### src/rtl/difference_decoder_if.sv
// Bundle of the decoder's control, encoded-memory read port and output stream.
// The master modport is the decoder's view; slave is the memory/consumer side.
interface difference_decoder_if;
  logic       start;
  logic       busy;
  logic       done;
  logic       mem_mode;
  logic [2:0] mem_index;
  logic [7:0] mem_data;
  logic       mem_sign;
  logic       out_valid;
  logic       out_ready;
  logic [2:0] out_index;
  logic [7:0] out_value;

  modport master (
    input  start, mem_data, mem_sign, out_ready,
    output busy, done, mem_mode, mem_index, out_valid, out_index, out_value
  );

  modport slave (
    output start, mem_data, mem_sign, out_ready,
    input  busy, done, mem_mode, mem_index, out_valid, out_index, out_value
  );
endinterface

### src/rtl/difference_decoder.sv
// Scans the difference-encoded memory and rebuilds each value from magnitude, sign and
// a fixed mask ROM; start to first out_valid is 2+READ_LATENCY, holds output under backpressure.
module difference_decoder #(
  parameter int COUNT        = 8,
  parameter int READ_LATENCY = 1
) (
  input  logic                 CLK,
  input  logic                 RST,
  difference_decoder_if.master bus
);

  localparam logic [2:0] S_IDLE  = 3'd0;
  localparam logic [2:0] S_ISSUE = 3'd1;
  localparam logic [2:0] S_WAIT  = 3'd2;
  localparam logic [2:0] S_OUT   = 3'd3;
  localparam logic [2:0] S_DONE  = 3'd4;

  localparam logic [2:0] LAST_IDX = 3'(COUNT - 1);
  localparam logic [1:0] WAIT_END = 2'(READ_LATENCY);

  logic [2:0] state_q,     state_d;
  logic [2:0] cnt_q,       cnt_d;
  logic [1:0] wait_q,      wait_d;
  logic [2:0] mem_index_q, mem_index_d;
  logic       out_valid_q, out_valid_d;
  logic [2:0] out_index_q, out_index_d;
  logic [7:0] out_value_q, out_value_d;
  logic [7:0] mask;

  function automatic logic [7:0] mask_of(input logic [2:0] idx);
    case (idx)
      3'd0:    mask_of = 8'h00;
      3'd1:    mask_of = 8'h55;
      3'd2:    mask_of = 8'hAA;
      3'd3:    mask_of = 8'h33;
      3'd4:    mask_of = 8'hCC;
      3'd5:    mask_of = 8'h0F;
      3'd6:    mask_of = 8'hF0;
      default: mask_of = 8'hFF;
    endcase
  endfunction

  assign mask = mask_of(cnt_q);

  always_comb begin
    state_d     = state_q;
    cnt_d       = cnt_q;
    wait_d      = wait_q;
    mem_index_d = mem_index_q;
    out_valid_d = out_valid_q;
    out_index_d = out_index_q;
    out_value_d = out_value_q;
    case (state_q)
      S_IDLE: begin
        if (bus.start) begin
          cnt_d   = 3'd0;
          state_d = S_ISSUE;
        end
      end
      S_ISSUE: begin
        // Index is registered here, so the memory sees it from the first WAIT cycle.
        mem_index_d = cnt_q;
        wait_d      = 2'd0;
        state_d     = S_WAIT;
      end
      S_WAIT: begin
        if (wait_q == WAIT_END) begin
          out_valid_d = 1'b1;
          out_index_d = cnt_q;
          out_value_d = bus.mem_sign ? (mask - bus.mem_data) : (mask + bus.mem_data);
          state_d     = S_OUT;
        end else begin
          wait_d = wait_q + 2'd1;
        end
      end
      S_OUT: begin
        if (bus.out_ready) begin
          out_valid_d = 1'b0;
          if (cnt_q == LAST_IDX) begin
            state_d = S_DONE;
          end else begin
            cnt_d   = cnt_q + 3'd1;
            state_d = S_ISSUE;
          end
        end
      end
      S_DONE: begin
        state_d = S_IDLE;
      end
      default: begin
        state_d = S_IDLE;
      end
    endcase
  end

  always_ff @(posedge CLK or posedge RST) begin
    if (RST) begin
      state_q     <= S_IDLE;
      cnt_q       <= 3'd0;
      wait_q      <= 2'd0;
      mem_index_q <= 3'd0;
      out_valid_q <= 1'b0;
      out_index_q <= 3'd0;
      out_value_q <= 8'd0;
    end else begin
      state_q     <= state_d;
      cnt_q       <= cnt_d;
      wait_q      <= wait_d;
      mem_index_q <= mem_index_d;
      out_valid_q <= out_valid_d;
      out_index_q <= out_index_d;
      out_value_q <= out_value_d;
    end
  end

  assign bus.mem_mode  = 1'b1;
  assign bus.mem_index = mem_index_q;
  assign bus.busy      = (state_q != S_IDLE) && (state_q != S_DONE);
  assign bus.done      = (state_q == S_DONE);
  assign bus.out_valid = out_valid_q;
  assign bus.out_index = out_index_q;
  assign bus.out_value = out_value_q;

endmodule
### src/flat_wrapper.sv
// flat-port wrapper written by rule: the top's interface ports become plain ports
module difference_decoder_flat 
#(
  parameter int COUNT        = 8,
  parameter int READ_LATENCY = 1
)
  (CLK, RST, bus_start, bus_mem_data, bus_mem_sign, bus_out_ready, bus_busy, bus_done, bus_mem_mode, bus_mem_index, bus_out_valid, bus_out_index, bus_out_value);
  difference_decoder_if bus_i ();
  input  logic CLK;
  input  logic RST;
  input wire logic [$bits(bus_i.start)-1:0] bus_start;
  input wire logic [$bits(bus_i.mem_data)-1:0] bus_mem_data;
  input wire logic [$bits(bus_i.mem_sign)-1:0] bus_mem_sign;
  input wire logic [$bits(bus_i.out_ready)-1:0] bus_out_ready;
  output wire logic [$bits(bus_i.busy)-1:0] bus_busy;
  output wire logic [$bits(bus_i.done)-1:0] bus_done;
  output wire logic [$bits(bus_i.mem_mode)-1:0] bus_mem_mode;
  output wire logic [$bits(bus_i.mem_index)-1:0] bus_mem_index;
  output wire logic [$bits(bus_i.out_valid)-1:0] bus_out_valid;
  output wire logic [$bits(bus_i.out_index)-1:0] bus_out_index;
  output wire logic [$bits(bus_i.out_value)-1:0] bus_out_value;
  assign bus_i.start = bus_start;
  assign bus_i.mem_data = bus_mem_data;
  assign bus_i.mem_sign = bus_mem_sign;
  assign bus_i.out_ready = bus_out_ready;
  assign bus_busy = bus_i.busy;
  assign bus_done = bus_i.done;
  assign bus_mem_mode = bus_i.mem_mode;
  assign bus_mem_index = bus_i.mem_index;
  assign bus_out_valid = bus_i.out_valid;
  assign bus_out_index = bus_i.out_index;
  assign bus_out_value = bus_i.out_value;
  difference_decoder #(.COUNT(COUNT), .READ_LATENCY(READ_LATENCY)) u_core (.CLK(CLK), .RST(RST), .bus(bus_i));
endmodule
### config.mk
export PLATFORM = sky130hd
export DESIGN_NAME = difference_decoder_flat
export DESIGN_NICKNAME = d
export VERILOG_FILES = /design/src/rtl/difference_decoder_if.sv /design/src/rtl/difference_decoder.sv /design/src/flat_wrapper.sv
export SDC_FILE = /design/constraint.sdc
export NUM_CORES = 1
export LEC_CHECK = 0
export CAP_MARGIN = 20
export CORE_UTILIZATION = 30
export CTS_CLUSTER_DIAMETER = 150
export CTS_CLUSTER_SIZE = 30
export DETAILED_ROUTE_END_ITERATION = 16
export GPL_TIMING_DRIVEN = 0
export SYNTH_ARGS = -nofsm -noshare
export SYNTH_HDL_FRONTEND = slang
export SYNTH_SLANG_ARGS = --single-unit
### constraint.sdc
create_clock -name CLK -period 3.6 [get_ports CLK]
set_input_delay 0.72 -clock CLK [delete_from_list [all_inputs] [get_ports CLK]]
set_output_delay 0.72 -clock CLK [all_outputs]
set_load 0.1 [all_outputs]
* After elaboration in Yosys (flattened, before gate mapping) *
Index checks and enable logic that the tools add are counted.

word-level totals
  flip-flop bits (word level) = 23
  latch bits = 0
  memory bits (writable) = 0
  ROM bits = 0
  output and inout port bits = 18
  memories = 0

cells by class
  add/subtract/negate cells = 4
  multipliers = 0
  divide/modulo/power cells = 0
  order comparisons = 0
  equality and inequality tests = 18
  shift-type cells = 0
  multiplexer cells = 16
  bitwise gates (word level) = 0
  reductions and logical operators = 12

operators with widths
  operator                                                                number
  8-bit one-hot mux with 7 select lines                                   1
  3-bit two-way mux                                                       7
  3-bit equality test (second input constant)                             5
  3-bit by 2-bit equality test with 1-bit output (second input constant)  4
  3-bit one-hot mux with 4 select lines                                   1
  8-bit adder                                                             1
  8-bit two-way mux                                                       1
  2-bit inequality test (second input constant)                           4
  8-bit subtractor                                                        1
  3-bit by 1-bit equality test with 1-bit output (second input constant)  2
  3-bit logical NOT                                                       2
  3-bit one-hot mux with 2 select lines                                   1
  3-bit AND reduction                                                     2
  2-bit nonzero test                                                      3
  2-bit one-hot mux with 2 select lines                                   1
  2-bit AND reduction                                                     2
  4-bit AND reduction                                                     1
  3-bit by 1-bit adder with 3-bit output (second input constant)          1
  3-bit inequality test (second input constant)                           1
  3-bit nonzero test                                                      1
  2-bit by 1-bit adder with 2-bit output (second input constant)          1
  2-bit by 1-bit equality test with 1-bit output (second input constant)  1
  1-bit two-way mux                                                       2
  2-bit two-way mux                                                       1
  3 further kinds                                                         3

* Logic depth before layout (Yosys ltp) *
  depth in word-level cells = 4
  mapped depth = 14
  gate-level depth less buffers = 14

* Least setup slack after synthesis *
No wires, ideal clock.

  kind = register to output
  start point = register u_core.state_q[1]
  end point = output port bus_done
  arrival time = 2.429 ns
  required time = 2.880 ns
  setup slack = 0.451 ns
  stages on the path, launching flop included = 4
  path through = dfrtp_1 -> clkbuf_1 -> or2_2 -> nor2_1

between the ends
  word-level cells in the longest chain between the ends = 1

RTL lines
  item                    line                       text
  start, declared         difference_decoder.sv:21   logic [2:0] state_q, state_d;
  start signal, assigned  difference_decoder.sv:106  state_q <= state_d;
  3-bit equality test     difference_decoder.sv:119  assign bus.done = (state_q == S_DONE);
  end, declared           flat_wrapper.sv:16         output wire logic [$bits(bus_i.done)-1:0] bus_done;

Every way passes these cells.

* Worst setup path after layout *
  start point = register u_core.cnt_q[0]
  end point = register u_core.out_value_q[6], in the netlist u_core.bus.out_value[6]

between the ends
  word-level cells in the longest chain between the ends = 4
  elaborated cells on any way between the ends = 11
  classes of those cells = 2 x add/sub; 6 x eq/ne; 2 x mux; 1 x reduce/logical

RTL lines
  item                                                    line                       text
  start, declared                                         difference_decoder.sv:22   logic [2:0] cnt_q, cnt_d;
  start signal, assigned                                  difference_decoder.sv:107  cnt_q <= cnt_d;
  3-bit equality test, or another cell as far along       difference_decoder.sv:31   case (idx)
  8-bit one-hot mux with 7 select lines *                 difference_decoder.sv:31
  8-bit adder / 8-bit subtractor (equally long branches)  difference_decoder.sv:70   out_value_d = bus.mem_sign ? (mask - bus.mem_data) : (mask + bus.mem_data);
  8-bit two-way mux *                                     difference_decoder.sv:70
  end signal, assigned                                    difference_decoder.sv:112  out_value_q <= out_value_d;
  end, declared                                           difference_decoder.sv:27   logic [7:0] out_value_q, out_value_d;

Mark *: on every way between the ends. The rest lies on a longest branch, timed or not.
A chain may end at the register's enable or synchronous reset.

==> impl_summary.log <==
[metrics] total non-filler cell area in the finished layout: 2020 um^2
[metrics] Synthesis Warnings: 0
[metrics] setup repair after global routing missed its margin: no
[metrics] Setup Viol. Count Final: 0
[metrics] fin util: 0.395
[metrics] post-route clock skew: 4.04 ps
[metrics] crit-path cells: inv_1, ha_1, nor3_1, o211ai_1, o21ai_0, nor2_1, ha_1, fa_1, and2b_2, o21ai_0, a21boi_1, o21a_1, o21a_1, o31ai_1
[metrics] CP startpoint: u_core.cnt_q[0]
[metrics] cell area reported after detailed placement: 1970 um^2
[metrics] die area: 5610 um^2
[metrics] Synth-to-Final Area Change: 26.5%
[metrics] Die Span Y: 74.9 um
[metrics] type of element launching the critical path: flop
[metrics] Buf+Inv Stages, Crit Path: 1
[metrics] CP Data Required Time: 3780 ps
[metrics] clock net sink count: 23
[metrics] grt total ovfl: 0
[metrics] Crit path arrival time: 3380 ps
[metrics] number of max-slew violations in the final report: 0
[metrics] path type of the worst setup path: flop to flop
[metrics] number of H-tree branching levels: 1
[metrics] Total Wirelength: 3420 um
[metrics] worst setup path endpoint: u_core.bus.out_value[6]
[metrics] Register-to-Register Setup Slack: 400 ps
[metrics] final net count: 247
[metrics] Worst Reg2Reg Path Length in Cells: 14
[metrics] cell count after synthesis: 184
[metrics] via density per instance: 4.68
[metrics] Gates resized, CTS repair: 0
[metrics] post-layout instance count excluding filler cells: 287
[metrics] RePlAce Congestion: 0.846
[metrics] via count of the first global-routing pass: 1,257
[metrics] effective utilization at floorplan: 0.312
[metrics] CTS tree: built
[metrics] wire length of the first global-routing pass: 5710 um
[metrics] total global-route track usage: 0.133
[metrics] maximum fanout along the worst path: 7
[metrics] clock-pin slew on the worst setup and hold paths: 90 ps
[metrics] Final Critical Period: 3200 ps
[metrics] Placed Instances: 283
[metrics] type of destination of the critical path: flop
[metrics] buffer cell driving the clock tree root: sky130_fd_sc_hd__clkbuf_8
[metrics] buffers added on ports: 29
[metrics] count of vias placed by the detailed router: 1,343
[metrics] Seq/Total Area, Yosys: 0.361
[metrics] Floorplan Core Area: 5110 um^2
[metrics] number of antenna repair diodes: 0
[metrics] maximum number of buffers from clock root to sink: 2
[metrics] I/O pin cnt: 31
[metrics] R2R Path End: u_core.bus.out_value[6]
[metrics] worst relative slew slack: 0.352
[metrics] fraction of registers with async set or reset after synthesis: 1.00
[metrics] ratio of final minimum period to clock period: 0.889
[metrics] Fmax: 312 MHz
[metrics] maximum number of pins on one net before global-route repair: 24
[metrics] count of nets left with antenna violations after detail routing: 0
[metrics] Synth cell types: 40
[metrics] run status: finished, final reports clean
[metrics] mean cell area of the mapped netlist: 8.66 um^2
[metrics] detailed placer's ending HPWL: 2670 um
[metrics] number of detailed-route iterations in the first pass: 4
[metrics] EDFF count, synth: 0
[metrics] share of final-layout standard cells stronger than drive strength 1: 0.0507
[metrics] Residual DRC: 0
[metrics] initial antenna violation count: 0
[metrics] cell with the largest stage delay on the worst path: sky130_fd_sc_hd__dfrtp_1
[metrics] Num CTS Buffers: 3
[metrics] maximum capacitance violations: 0
[metrics] detailed router's first-iteration violation count: 98
[metrics] cell area after technology mapping: 1590 um^2
[metrics] hold_buf cts: 0
[metrics] flip-flop cell with the highest count after synthesis: sky130_fd_sc_hd__dfrtp_1
[metrics] worst min-delay path category: flop to flop
[metrics] clock latency reported for the late side of the worst-skew pair: 270 ps
[metrics] number of cells on the critical path: 14
[metrics] Die Width: 74.9 um
[metrics] synthesis-stage register bit count: 23
[metrics] net count after synthesis: 213
[metrics] average wire length per cell after detail routing: 11.9 um
[metrics] Critical R2R Launch: u_core.cnt_q[0]
[metrics] largest stage delay on the critical path: 430 ps
[metrics] number of hold violations in the final report: 0
[metrics] Worst-Margin Slew: 969 ps
[metrics] setup TNS: 0 ps
[metrics] commonest non-fill, non-tap cell in the layout: sky130_fd_sc_hd__clkdlybuf4s50_1
[metrics] Setup Fix Bufs, Post-CTS: 0
[metrics] commonest cells after routing, fill and taps aside: sky130_fd_sc_hd__clkdlybuf4s50_1 (29), sky130_fd_sc_hd__dfrtp_1 (23), sky130_fd_sc_hd__o21ai_0 (21)
[metrics] row count: 26
[metrics] kind of cell adding the most delay to the critical path: compound AO/OA/AOI/OAI gates
-- sequential cells by signal (all words and copies together), names as in the netlist --
signal                cells
u_core.bus.mem_index      3
u_core.bus.out_index      3
u_core.bus.out_valid      1
u_core.bus.out_value      8
u_core.cnt_q              3
u_core.state_q            3
u_core.wait_q             2
-- area by class of cell --
| class | count | area, um^2 |
|---|---|---|
| Clock buffer | 4 | 45.0 |
| Tap cell | 70 | 87.6 |
| Buffer | 7 | 37.5 |
| Inverter | 17 | 63.8 |
| Timing Repair Buffer | 29 | 290 |
| Fill cell | 539 | 3090 |
| Sequential cell | 23 | 576 |
| Multi-Input combinational cell | 137 | 917 |
-- worst min path at each step --
stage,start,slack (ps),to,depth (start not counted)
global placement,u_core.bus.out_index[0],470,u_core.bus.out_index[0],2
CTS,u_core.bus.out_value[1],490,u_core.bus.out_value[1],2
finish,u_core.bus.out_value[2],480,u_core.bus.out_value[2],2
floorplan,u_core.wait_q[1],500,u_core.wait_q[1],1
detailed placement,u_core.bus.out_value[3],470,u_core.bus.out_value[3],2
global route,u_core.bus.out_value[4],530,u_core.bus.out_value[4],2
-- worst reg2reg max path, stage by stage (launching register included) --
cell                       delay [ps]
sky130_fd_sc_hd__dfrtp_1          430
sky130_fd_sc_hd__inv_1            210
sky130_fd_sc_hd__ha_1             250
sky130_fd_sc_hd__nor3_1            70
sky130_fd_sc_hd__o211ai_1         260
sky130_fd_sc_hd__o21ai_0          160
sky130_fd_sc_hd__nor2_1           140
sky130_fd_sc_hd__ha_1             210
sky130_fd_sc_hd__fa_1             240
sky130_fd_sc_hd__and2b_2          220
sky130_fd_sc_hd__o21ai_0          220
sky130_fd_sc_hd__a21boi_1         140
sky130_fd_sc_hd__o21a_1           190
sky130_fd_sc_hd__o21a_1           170
sky130_fd_sc_hd__o31ai_1          200
-- metrics by stage --
| step | hold slack [ps] | setup WS (ps) |
|---|---|---|
| after floorplan | 496 | 451 |
| after global placement | 470 | 322 |
| after detailed placement | 473 | 284 |
| after CTS | 492 | 409 |
| after global routing | 531 | 160 |
| final | 485 | 398 |
-- logic make-up (layout without fill, tap and decap cells) --
family,after synthesis,count (layout),share of synthesized area
AND/OR/NAND/NOR,57,57,0.170
adder cells (fa/ha/maj),16,16,0.130
XOR/XNOR,10,10,0.0549
multiplexers,4,4,0.0283
buffers and inverters,24,57,0.0636
other,1,1,0.00235
AO/OA/AOI/OAI,49,49,0.189
flip-flops,23,23,0.361
-- layer usage --
layer,part of all wire,GRT usage
met1,0.49,0.181
met2,0.48,0.222
met3,0.020,0.00803
met4,0.014,0.0503
met5,0,0
-- Yosys cell counts, types with 2 or more instances --
| cell | instances | area, um^2 |
|---|---|---|
| sky130_fd_sc_hd__a21boi_0 | 2 | 15.0 |
| sky130_fd_sc_hd__a21oi_1 | 3 | 15.0 |
| sky130_fd_sc_hd__a22o_1 | 2 | 17.5 |
| sky130_fd_sc_hd__a31oi_1 | 6 | 37.5 |
| sky130_fd_sc_hd__and3_1 | 2 | 12.5 |
| sky130_fd_sc_hd__clkbuf_1 | 5 | 18.8 |
| sky130_fd_sc_hd__dfrtp_1 | 23 | 576 |
| sky130_fd_sc_hd__ha_1 | 15 | 188 |
| sky130_fd_sc_hd__inv_1 | 17 | 63.8 |
| sky130_fd_sc_hd__mux2_2 | 4 | 45.0 |
| sky130_fd_sc_hd__nand2_1 | 18 | 67.6 |
| sky130_fd_sc_hd__nand2b_1 | 7 | 43.8 |
| sky130_fd_sc_hd__nand3_1 | 5 | 25.0 |
| sky130_fd_sc_hd__nor2_1 | 13 | 48.8 |
| sky130_fd_sc_hd__nor3_1 | 5 | 25.0 |
| sky130_fd_sc_hd__o21a_1 | 2 | 15.0 |
| sky130_fd_sc_hd__o21ai_0 | 21 | 105 |
| sky130_fd_sc_hd__o21ai_1 | 2 | 10.0 |
| sky130_fd_sc_hd__o31ai_1 | 3 | 22.5 |
| sky130_fd_sc_hd__xnor2_1 | 8 | 70.1 |
| sky130_fd_sc_hd__xor2_1 | 2 | 17.5 |
Power is not shown: default switching activity piles up to over one toggle a cycle in this logic, so the estimate is an artifact.
